**config.mk**
```make
export PLATFORM = sky130hd
export DESIGN_NAME = wrr_packet_arbiter
export DESIGN_NICKNAME = d
export VERILOG_FILES = /design/src/rtl/wrr_arb_pkg.sv /design/src/rtl/rr_mask_pick.sv /design/src/rtl/wrr_packet_arbiter.sv
export SDC_FILE = /design/constraint.sdc
export NUM_CORES = 1
export LEC_CHECK = 0
export CAP_MARGIN = 25
export CORE_UTILIZATION = 30
export DETAILED_ROUTE_END_ITERATION = 10
export GPL_ROUTABILITY_DRIVEN = 0
export HOLD_SLACK_MARGIN = 0.08
export PLACE_DENSITY_LB_ADDON = 0.08
export SYNTH_ARGS = -nofsm -noshare
export SYNTH_HDL_FRONTEND = slang
export SYNTH_SLANG_ARGS = --single-unit
```
**constraint.sdc**
```tcl
create_clock -name clk -period 3.8 [get_ports clk]
set_input_delay 0.76 -clock clk [delete_from_list [all_inputs] [get_ports clk]]
set_output_delay 0.76 -clock clk [all_outputs]
set_load 0.05 [all_outputs]
```
**src/rtl/wrr_arb_pkg.sv**
```systemverilog
// Shared definitions for the weighted round-robin packet arbiter:
// state encoding, packet-counter width and a one-hot to index helper.
package wrr_arb_pkg;

    localparam logic ST_IDLE = 1'b0;
    localparam logic ST_LOCK = 1'b1;

    typedef enum logic {
        S_IDLE = ST_IDLE,
        S_LOCK = ST_LOCK
    } state_t;

    localparam int PKT_CNT_WD = 16;

    // Index of the set bit of a one-hot vector (up to 32 ports).
    function automatic int onehot_to_idx(input logic [31:0] oh);
        int idx;
        idx = 0;
        for (int i = 0; i < 32; i++) begin
            if (oh[i]) idx = i;
        end
        return idx;
    endfunction

endpackage

```
**src/rtl/rr_mask_pick.sv**
```systemverilog
// Round-robin pick: lowest set bit of the masked request vector, falling back
// to the lowest set bit of the full vector. Also produces the mask that
// excludes the current owner and every port below it.
module rr_mask_pick #(
    parameter int REQ_NUM = 4
) (
    input  logic [REQ_NUM-1:0] eligible,
    input  logic [REQ_NUM-1:0] mask,
    input  logic [REQ_NUM-1:0] owner_oh,
    output logic [REQ_NUM-1:0] pick_oh,
    output logic               pick_valid,
    output logic [REQ_NUM-1:0] next_mask
);

    localparam logic [REQ_NUM-1:0] ONE = {{(REQ_NUM-1){1'b0}}, 1'b1};

    logic [REQ_NUM-1:0] masked;
    logic [REQ_NUM-1:0] cand;
    logic [REQ_NUM-1:0] rot_mask;

    assign masked     = eligible & mask;
    assign cand       = (masked != '0) ? masked : eligible;
    assign pick_oh    = cand & (~cand + ONE);
    assign pick_valid = |eligible;

    // Wrapping past the top port re-opens the whole mask.
    assign rot_mask  = ~(owner_oh | (owner_oh - ONE));
    assign next_mask = (rot_mask == '0) ? '1 : rot_mask;

endmodule

```
**src/rtl/wrr_packet_arbiter.sv**
```systemverilog
// Weighted round-robin packet arbiter: merges REQ_NUM valid/ready/last
// streams, holding the grant for a whole packet and letting each port send
// up to its weight of packets per turn. Optional per-port completed-packet
// counters are enabled with the macro WRR_PKT_STATS_EN.
module wrr_packet_arbiter
    import wrr_arb_pkg::*;
#(
    parameter int REQ_NUM   = 4,
    parameter int DATA_WD   = 8,
    parameter int WEIGHT_WD = 4
) (
    input  logic                         clk,
    input  logic                         rst_n,
    input  logic [REQ_NUM-1:0]           valid_in,
    input  logic [REQ_NUM*DATA_WD-1:0]   data_in,
    input  logic [REQ_NUM-1:0]           last_in,
    output logic [REQ_NUM-1:0]           ready_in,
    output logic                         valid_out,
    output logic [DATA_WD-1:0]           data_out,
    output logic                         last_out,
    input  logic                         ready_out,
    input  logic [REQ_NUM*WEIGHT_WD-1:0] weight_cfg,
    input  logic                         cfg_update,
    output logic [$clog2(REQ_NUM)-1:0]   owner_idx
`ifdef WRR_PKT_STATS_EN
    ,
    output logic [REQ_NUM*PKT_CNT_WD-1:0] pkt_cnt,
    input  logic                          stats_clr
`endif
);

    localparam int IDX_W = $clog2(REQ_NUM);
    localparam logic [REQ_NUM-1:0] ONE = {{(REQ_NUM-1){1'b0}}, 1'b1};

    // Credit decrement that floors at zero.
    function automatic logic [WEIGHT_WD-1:0] sat_dec(input logic [WEIGHT_WD-1:0] v);
        return (v != '0) ? v - WEIGHT_WD'(1) : '0;
    endfunction

    function automatic logic [WEIGHT_WD-1:0] clamp_min(input logic [WEIGHT_WD-1:0] a,
                                                       input logic [WEIGHT_WD-1:0] b);
        return (b < a) ? b : a;
    endfunction

    function automatic logic [WEIGHT_WD-1:0] weight_of(input logic [REQ_NUM*WEIGHT_WD-1:0] w,
                                                       input logic [IDX_W-1:0] idx);
        return w[idx*WEIGHT_WD +: WEIGHT_WD];
    endfunction

    state_t                       state;
    logic [IDX_W-1:0]             owner;
    logic [REQ_NUM-1:0]           mask;
    logic [WEIGHT_WD-1:0]         credit;
    logic [REQ_NUM*WEIGHT_WD-1:0] weight_r;
    logic [REQ_NUM*WEIGHT_WD-1:0] weight_shadow;
    logic                         cfg_pending;

    logic                         in_lock;
    logic [REQ_NUM-1:0]           weight_nz;
    logic [REQ_NUM-1:0]           eligible;
    logic [REQ_NUM-1:0]           owner_oh;
    logic [REQ_NUM-1:0]           pick_oh;
    logic [REQ_NUM-1:0]           next_mask;
    logic                         pick_valid;
    logic [IDX_W-1:0]             pick_idx;
    logic                         pkt_end;
    logic                         apply_cfg;
    logic [REQ_NUM*WEIGHT_WD-1:0] weight_apply;
    logic [WEIGHT_WD-1:0]         credit_end;

    assign in_lock   = (state == S_LOCK);
    assign owner_oh  = ONE << owner;
    assign owner_idx = owner;

    // A port with weight zero never competes for the grant.
    always_comb begin
        for (int i = 0; i < REQ_NUM; i++) begin
            weight_nz[i] = (weight_r[i*WEIGHT_WD +: WEIGHT_WD] != '0);
        end
    end

    assign eligible = valid_in & weight_nz;

    rr_mask_pick #(.REQ_NUM(REQ_NUM)) u_pick (
        .eligible   (eligible),
        .mask       (mask),
        .owner_oh   (owner_oh),
        .pick_oh    (pick_oh),
        .pick_valid (pick_valid),
        .next_mask  (next_mask)
    );

    assign pick_idx = IDX_W'(onehot_to_idx(32'(pick_oh)));

    // Owner's stream is passed straight through while locked; all quiet in IDLE.
    always_comb begin
        valid_out = 1'b0;
        data_out  = '0;
        last_out  = 1'b0;
        ready_in  = '0;
        if (in_lock) begin
            valid_out = valid_in[owner];
            data_out  = data_in[owner*DATA_WD +: DATA_WD];
            last_out  = last_in[owner] & valid_in[owner];
            ready_in  = owner_oh & {REQ_NUM{ready_out}};
        end
    end

    assign pkt_end = in_lock & valid_out & ready_out & last_out;

    // A weight update arriving on the packet-end cycle is the newest one and wins.
    assign apply_cfg    = pkt_end & (cfg_pending | cfg_update);
    assign weight_apply = cfg_update ? weight_cfg : weight_shadow;
    assign credit_end   = apply_cfg ? clamp_min(sat_dec(credit), weight_of(weight_apply, owner))
                                    : sat_dec(credit);

    // Grant FSM: pick in IDLE, hold in LOCK until the last beat, then rotate if credit is spent.
    always_ff @(posedge clk or negedge rst_n) begin
        if (!rst_n) begin
            state         <= S_IDLE;
            owner         <= '0;
            mask          <= '1;
            credit        <= '0;
            weight_r      <= {REQ_NUM{WEIGHT_WD'(1)}};
            weight_shadow <= '0;
            cfg_pending   <= 1'b0;
        end else begin
            case (state)
                S_IDLE: begin
                    if (pick_valid) begin
                        state <= S_LOCK;
                        owner <= pick_idx;
                        // Same owner keeps its remaining credit; a new turn reloads it.
                        if (pick_idx != owner || credit == '0) begin
                            credit <= weight_of(weight_r, pick_idx);
                        end
                        if (cfg_update) begin
                            weight_shadow <= weight_cfg;
                            cfg_pending   <= 1'b1;
                        end
                    end else if (cfg_update) begin
                        weight_r <= weight_cfg;
                    end
                end
                S_LOCK: begin
                    if (pkt_end) begin
                        state  <= S_IDLE;
                        credit <= credit_end;
                        if (credit_end == '0) begin
                            mask <= next_mask;
                        end
                        if (apply_cfg) begin
                            weight_r    <= weight_apply;
                            cfg_pending <= 1'b0;
                        end
                    end else if (cfg_update) begin
                        weight_shadow <= weight_cfg;
                        cfg_pending   <= 1'b1;
                    end
                end
                default: state <= S_IDLE;
            endcase
        end
    end

`ifdef WRR_PKT_STATS_EN
    function automatic logic [PKT_CNT_WD-1:0] sat_inc(input logic [PKT_CNT_WD-1:0] v);
        return (v != '1) ? v + PKT_CNT_WD'(1) : v;
    endfunction

    for (genvar g = 0; g < REQ_NUM; g++) begin : g_cnt
        logic [PKT_CNT_WD-1:0] cnt;

        // Completed-packet counter; a clear beats a same-cycle increment.
        always_ff @(posedge clk or negedge rst_n) begin
            if (!rst_n) begin
                cnt <= '0;
            end else if (stats_clr) begin
                cnt <= '0;
            end else if (pkt_end && owner_oh[g]) begin
                cnt <= sat_inc(cnt);
            end
        end

        assign pkt_cnt[g*PKT_CNT_WD +: PKT_CNT_WD] = cnt;
    end
`endif

endmodule

```
# Yosys cells after proc, flatten, opt, wreduce, memory -nomap -nowiden
# Cells that the tools add are included.
# word_totals
out_inout_bits	16
inputBits	60
register_bits	44
# op_classes
eq_ne	9
order_cmp	2
bitwise	14
add_sub_neg	3
n_mux	37
n_shift	4
n_reduce_logical	17
# op_table
op	n
16-bit 2-to-1 mux	7
16-bit one-hot mux with 2 select lines	2
4-bit 2-to-1 mux	9
16-bit by 5-bit variable part select with 4-bit output	2
32-bit by 6-bit variable part select with 8-bit output	1
4-bit nonzero test	6
4-bit AND	4
4-bit zero test	3
1-bit 2-to-1 mux	11
2-bit != test (second input constant)	5
8-bit 2-to-1 mux	1
4-bit inverter	2
4-bit one-hot mux with 2 select lines	1
4-bit by 1-bit subtractor with 4-bit output (second input constant)	2
2-bit AND reduction	3
3-bit AND reduction	2
1-bit AND	5
4-bit by 1-bit adder with 4-bit output (second input constant)	1
1-bit binary-select mux with 2-bit select	2
4-bit < comparator	1
2-bit 2-to-1 mux	2
2-bit by 1-bit != test with 1-bit output (second input constant)	2
4-bit bitwise OR	1
1-bit one-hot mux with 2 select lines	2
other kinds (9)	9

# Logic depth before layout (Yosys ltp)
# logic_depth
depth_word	16
depth_mapped	14

# Hierarchy
# A second synthesis with hierarchy kept.
# hier_totals
hier_cells	284
hier_area_um2	3215.6
# by_module_without_submodules
mod	area_per_inst_um2	cells_each	seq_area_each_um2	instances
wrr_packet_arbiter	3039.2	258	1111.1	1
rr_mask_pick	176.4	26	0.0	1

# Worst setup path before layout
# No wires, ideal clock.
# synth_timing
kind	in2reg
startpoint	in cfg_update
endpoint	reg mask[0]
stages	14
path_buffers	3
setup_ps	82
t_arrival_ps	3693
slack_ps	25
t_required_ps	3718
path_cell_list	buf_2 buf_2 mux4_2 mux2i_1 inv_1 ha_1 nand2_1 o21ai_0 or3_1 buf_6 nor2_8 nand4_4 a211oi_4 mux2_4
# synth_via
elab_chain_cells	7
# synth_lines
item	line	text
from (decl)	wrr_packet_arbiter.sv:23	input logic cfg_update,
16-bit 2-to-1 mux	--	
16-bit by 5-bit variable part select with 4-bit output	wrr_packet_arbiter.sv:47	return w[idx*WEIGHT_WD +: WEIGHT_WD];
4-bit < comparator	wrr_packet_arbiter.sv:42	return (b < a) ? b : a;
4-bit 2-to-1 mux	wrr_packet_arbiter.sv:42	
4-bit 2-to-1 mux *	wrr_packet_arbiter.sv:114	assign credit_end = apply_cfg ? clamp_min(sat_dec(credit), weight_of(weight_apply, owner))
4-bit zero test *	wrr_packet_arbiter.sv:149	if (credit_end == '0) begin
3-bit AND reduction (no line) *	--	
to (signal assigned)	wrr_packet_arbiter.sv:150	mask <= next_mask;
to (decl)	wrr_packet_arbiter.sv:52	logic [REQ_NUM-1:0] mask;
# Every way passes the cells marked *; elsewhere a longest branch is shown, timed or not.
# A chain may end at the register's enable or synchronous reset.

# Worst setup path in the final report
# Same ends and word-level chain as after synthesis.

==> impl_summary.txt <==
----------------------------------------------------
[Floorplan]
  Std-Cell Core Area ... 0.009864 mm2
  Starting density of the core ... 31.14%
  Total die area ... approximately 0.011 mm2
  Horizontal die dimension ... 103.2 um
  Total number of placement rows ... 36
  Die height ... between 100 and 150 um
  Io pins ... 76

[Finish]
  Synthesis-to-layout area growth ... 37.88%
  Non-filler instance count after layout ... 502
  Antenna diodes ... 0
  Summed area of non-filler cells in the final layout ... between 0.004 and 0.005 mm2
  Share of layout cells above drive strength 1 ... 23.31%
  Post-layout net count ... 436

[STA]
  Share of the cycle needed by the critical path after routing ... 96.50%
  Worst Max-Slew Pin Slew ... ~800 ps
  Final Max Slew Viols ... 0
  Final setup vio count ... 0
  Final worst hold slack ... about 430 ps
  Max Clk Rate ... 272.7 MHz
  Final hold viol count ... 0
  Largest clock skew in the final design ... 4.919 ps
  Time the final worst path needs with I/O delays and setup ... 3667 ps
  Worst slew margin relative to its limit ... 46.73%
  Setup repair after global routing missed its margin ... yes

[Power]
  Fraction of power spent switching nets ... 45.15%
  Part of the power in the clock network ... 11.3%
  Sequential share of power ... 27.2%
  Sw Pwr ... 1.504 mW
  Static leakage ... 1.742 nW
  Gate power share ... around 62%
  Power after layout ... about 3.3 mW
  PwrDens ... 786.5 mW/mm2
  Worst ir drop on vdd ... 0.0003299 V
  Internal cell power ... 1.827 mW

[Place]
  Cell Area, Placed ... about 0.0041 mm2
  Number of port buffers ... 75
  Instance count after placement with tap cells included ... approximately 490
  HPWL after detailed placement ... 6445 um

[Clock network]
  Number of hold buffers added after CTS ... 0
  Clock transition at the registers of the reported paths ... 90 ps
  Clock buffer count from CTS ... 5
  Max H-tree Level ... 2
  Clk Tree Root Cell ... clkbuf_8
  Total clock sinks ... 44
  Max Root-Sink Buffers ... 2
  CTS tree ... yes
  Clock network latency to the later pin of the worst-skew pair ... 300 ps

[Global routing]
  Number of antenna violations at the first check in global routing ... 0
  Wire length of the first global-routing pass ... around 13000 um
  Global-route track usage on met3 ... 3.159%
  Routing usage on met1 ... 22.24%
  Pin count of the biggest net entering global routing ... 45
  Vias in the first global route ... 2441
  Met2 track demand over resource ... around 27%
  Most used routing layer in global routing ... met2
  Aggregate global-route resource usage ... 16.63%
  Overflow after GRT ... 0

[Run]
  Max-cap viol count ... 0

[Synth]
  Unique masters post-synth ... 47
  Proportion of synthesized flip-flops having asynchronous set or reset ... 100.0%
  Total number of yosys warnings ... 0
  Top cells by area in the synthesized netlist ... dfrtp_1 (29%), mux4_2 (12%), mux2i_1 (8.8%)
  EDFF count, synth ... 0
  FF+latch count, synth ... 44
  Area share of the largest cell type after synthesis ... 29.33%
  Most frequent cells after synthesis ... dfrtp_1 (36), nand2_1 (31), o21ai_0 (28)
  Most common cell in the synthesized netlist ... dfrtp_1
  Ys flop type ... dfrtp_1
  Top cell type by total area after synthesis ... dfrtp_1
  Synthesized Nets ... 345
  Gate count of the mapped netlist ... around 280
  Post-synthesis area per instance ... 11.09 um2
  Sequential fraction of the synthesis area ... between 30% and 40%
  Area of the mapped netlist ... 0.003072 mm2

[Setup path]
  Max FO, Critical Path ... 8
  Data arrival at the endpoint of the critical path ... 3900 ps
  CP Launch Type ... input port
  Critical Path RT ... 4030 ps
  Worst Path Class, Setup ... in -> reg
  Kind of end point of the critical path ... flop

[Drt]
  Number of remaining DRC errors ... 0
  DR pass1 iterations ... 4
  Initial DRC count ... 101
  Wire length per cell ... approximately 16 um
  Antenna-violating nets left ... 0
  Number of vias after detailed routing ... 2471
  Via density per instance ... 4.922
  Total wire length after detailed routing ... 8253 um

[Outcome]
  Status ... complete, no violations

[Worst hold path]
  Hold WC Path Type ... in -> async

----------------------------------------------------
[metal layers]
metal  wire [um]  part of all wire, %
met2        3703                   45
met1        3891                   47
met4         204                  2.5
met5           0                    0
met3         455                  5.5
[kinds of logic after synthesis]
| family | Yosys count | share of synthesized area, % |
|---|---|---|
| compound gates | 63 | 13.93 |
| fa+ha+maj | 8 | 3.259 |
| buf+inv | 26 | 4.195 |
| simple gates | 69 | 12.06 |
| xor+xnor | 2 | 0.5704 |
| mux | 65 | 29.82 |
| flops | 44 | 36.17 |
[final timing paths]
kind                                              startpoint                             to  slack, ps  depth (start not counted)
worst max-delay path                              cfg_update            mask[0]$_DFFE_PN1P_        130                         13
worst min-delay path                                   rst_n  weight_shadow[12]$_DFFE_PN0P_        430                          1
worst max register to register      owner_idx[1]$_DFFE_PN0P_            mask[0]$_DFFE_PN1P_        870                         11
worst min register to register  weight_shadow[0]$_DFFE_PN0P_   weight_shadow[0]$_DFFE_PN0P_        490                          2
max in group asynchronous                              rst_n        weight_r[4]$_DFFE_PN1P_       2790                          2
min in group clk                weight_shadow[0]$_DFFE_PN0P_   weight_shadow[0]$_DFFE_PN0P_        490                          2
[critical path, stage by stage]
cell             delay, ps
clkdlybuf4s50_1        510
buf_12                 150
mux4_2                 520
mux2i_1                210
inv_1                   80
ha_1                   280
o211ai_1               110
a21oi_4                220
nor2_8                  50
nand4bb_1              230
a211oi_4               320
buf_4                  160
mux2_4                 280
[power groups by stage]
stage | registers, mW | logic, mW | clock network (mW)
after detailed placement | 0.917 | 2.05 | 0
after global routing | 0.942 | 2.24 | 0.411
after CTS | 0.908 | 2.06 | 0.392
after global placement | 0.917 | 2.05 | 0
final | 0.907 | 2.05 | 0.376
after floorplan | 0.846 | 1.45 | 0
[per-stage QoR]
step / setup slack, ps / setup TNS, ps / utilization, %
6_report: 132.9 / 0 / 42.94
5_1_grt: -16.82 / -18.93 / 42.94
4_1_cts: 46.50 / 0 / 42.45
2_1_floorplan: 24.82 / 0 / -
3_5_place_dp: -268.4 / -1546 / 41.29
3_3_place_gp: -206.8 / -1232 / 41.29
[layout make-up]
cell class / instances / area [um2]
clock buffer: 5 / 68.82
clock inverter: 3 / 46.29
fill: 945 / 5629
inverter: 10 / 40.04
multi-input combinational: 207 / 1837
sequential: 44 / 1111
tap: 133 / 166.4
timing repair buffer: 100 / 965.9
[timing repair]
item | CTS | global route
setup endpoints to repair | 0 | 5
buffers inserted | 0 | 2
gates resized for setup | 0 | 1
[cells in the final DEF, fill, tap and decap left out, types with 3 or more instances in the layout]
master,Yosys,final
dfstp_2,8,8
nor3_1,3,3
inv_1,9,9
mux4_2,16,16
mux2i_1,27,27
mux2_2,18,18
and3_1,5,5
buf_4,0,23
ha_1,8,8
nor2_1,11,11
o21ai_0,28,28
clkbuf_8,0,5
nand2_1,31,31
clkdlybuf4s50_1,0,74
a21oi_1,9,9
dfrtp_1,36,36
and2_1,10,10
o21a_1,4,4
o41a_1,4,4
[flip-flops by register name (all words and copies together) (netlist names)]
name,cells
weight_r,16
cfg_pending,1
weight_shadow,16
mask,4
credit,4
in_lock,1
owner_idx,2
Power figures use the tool's default switching activity.
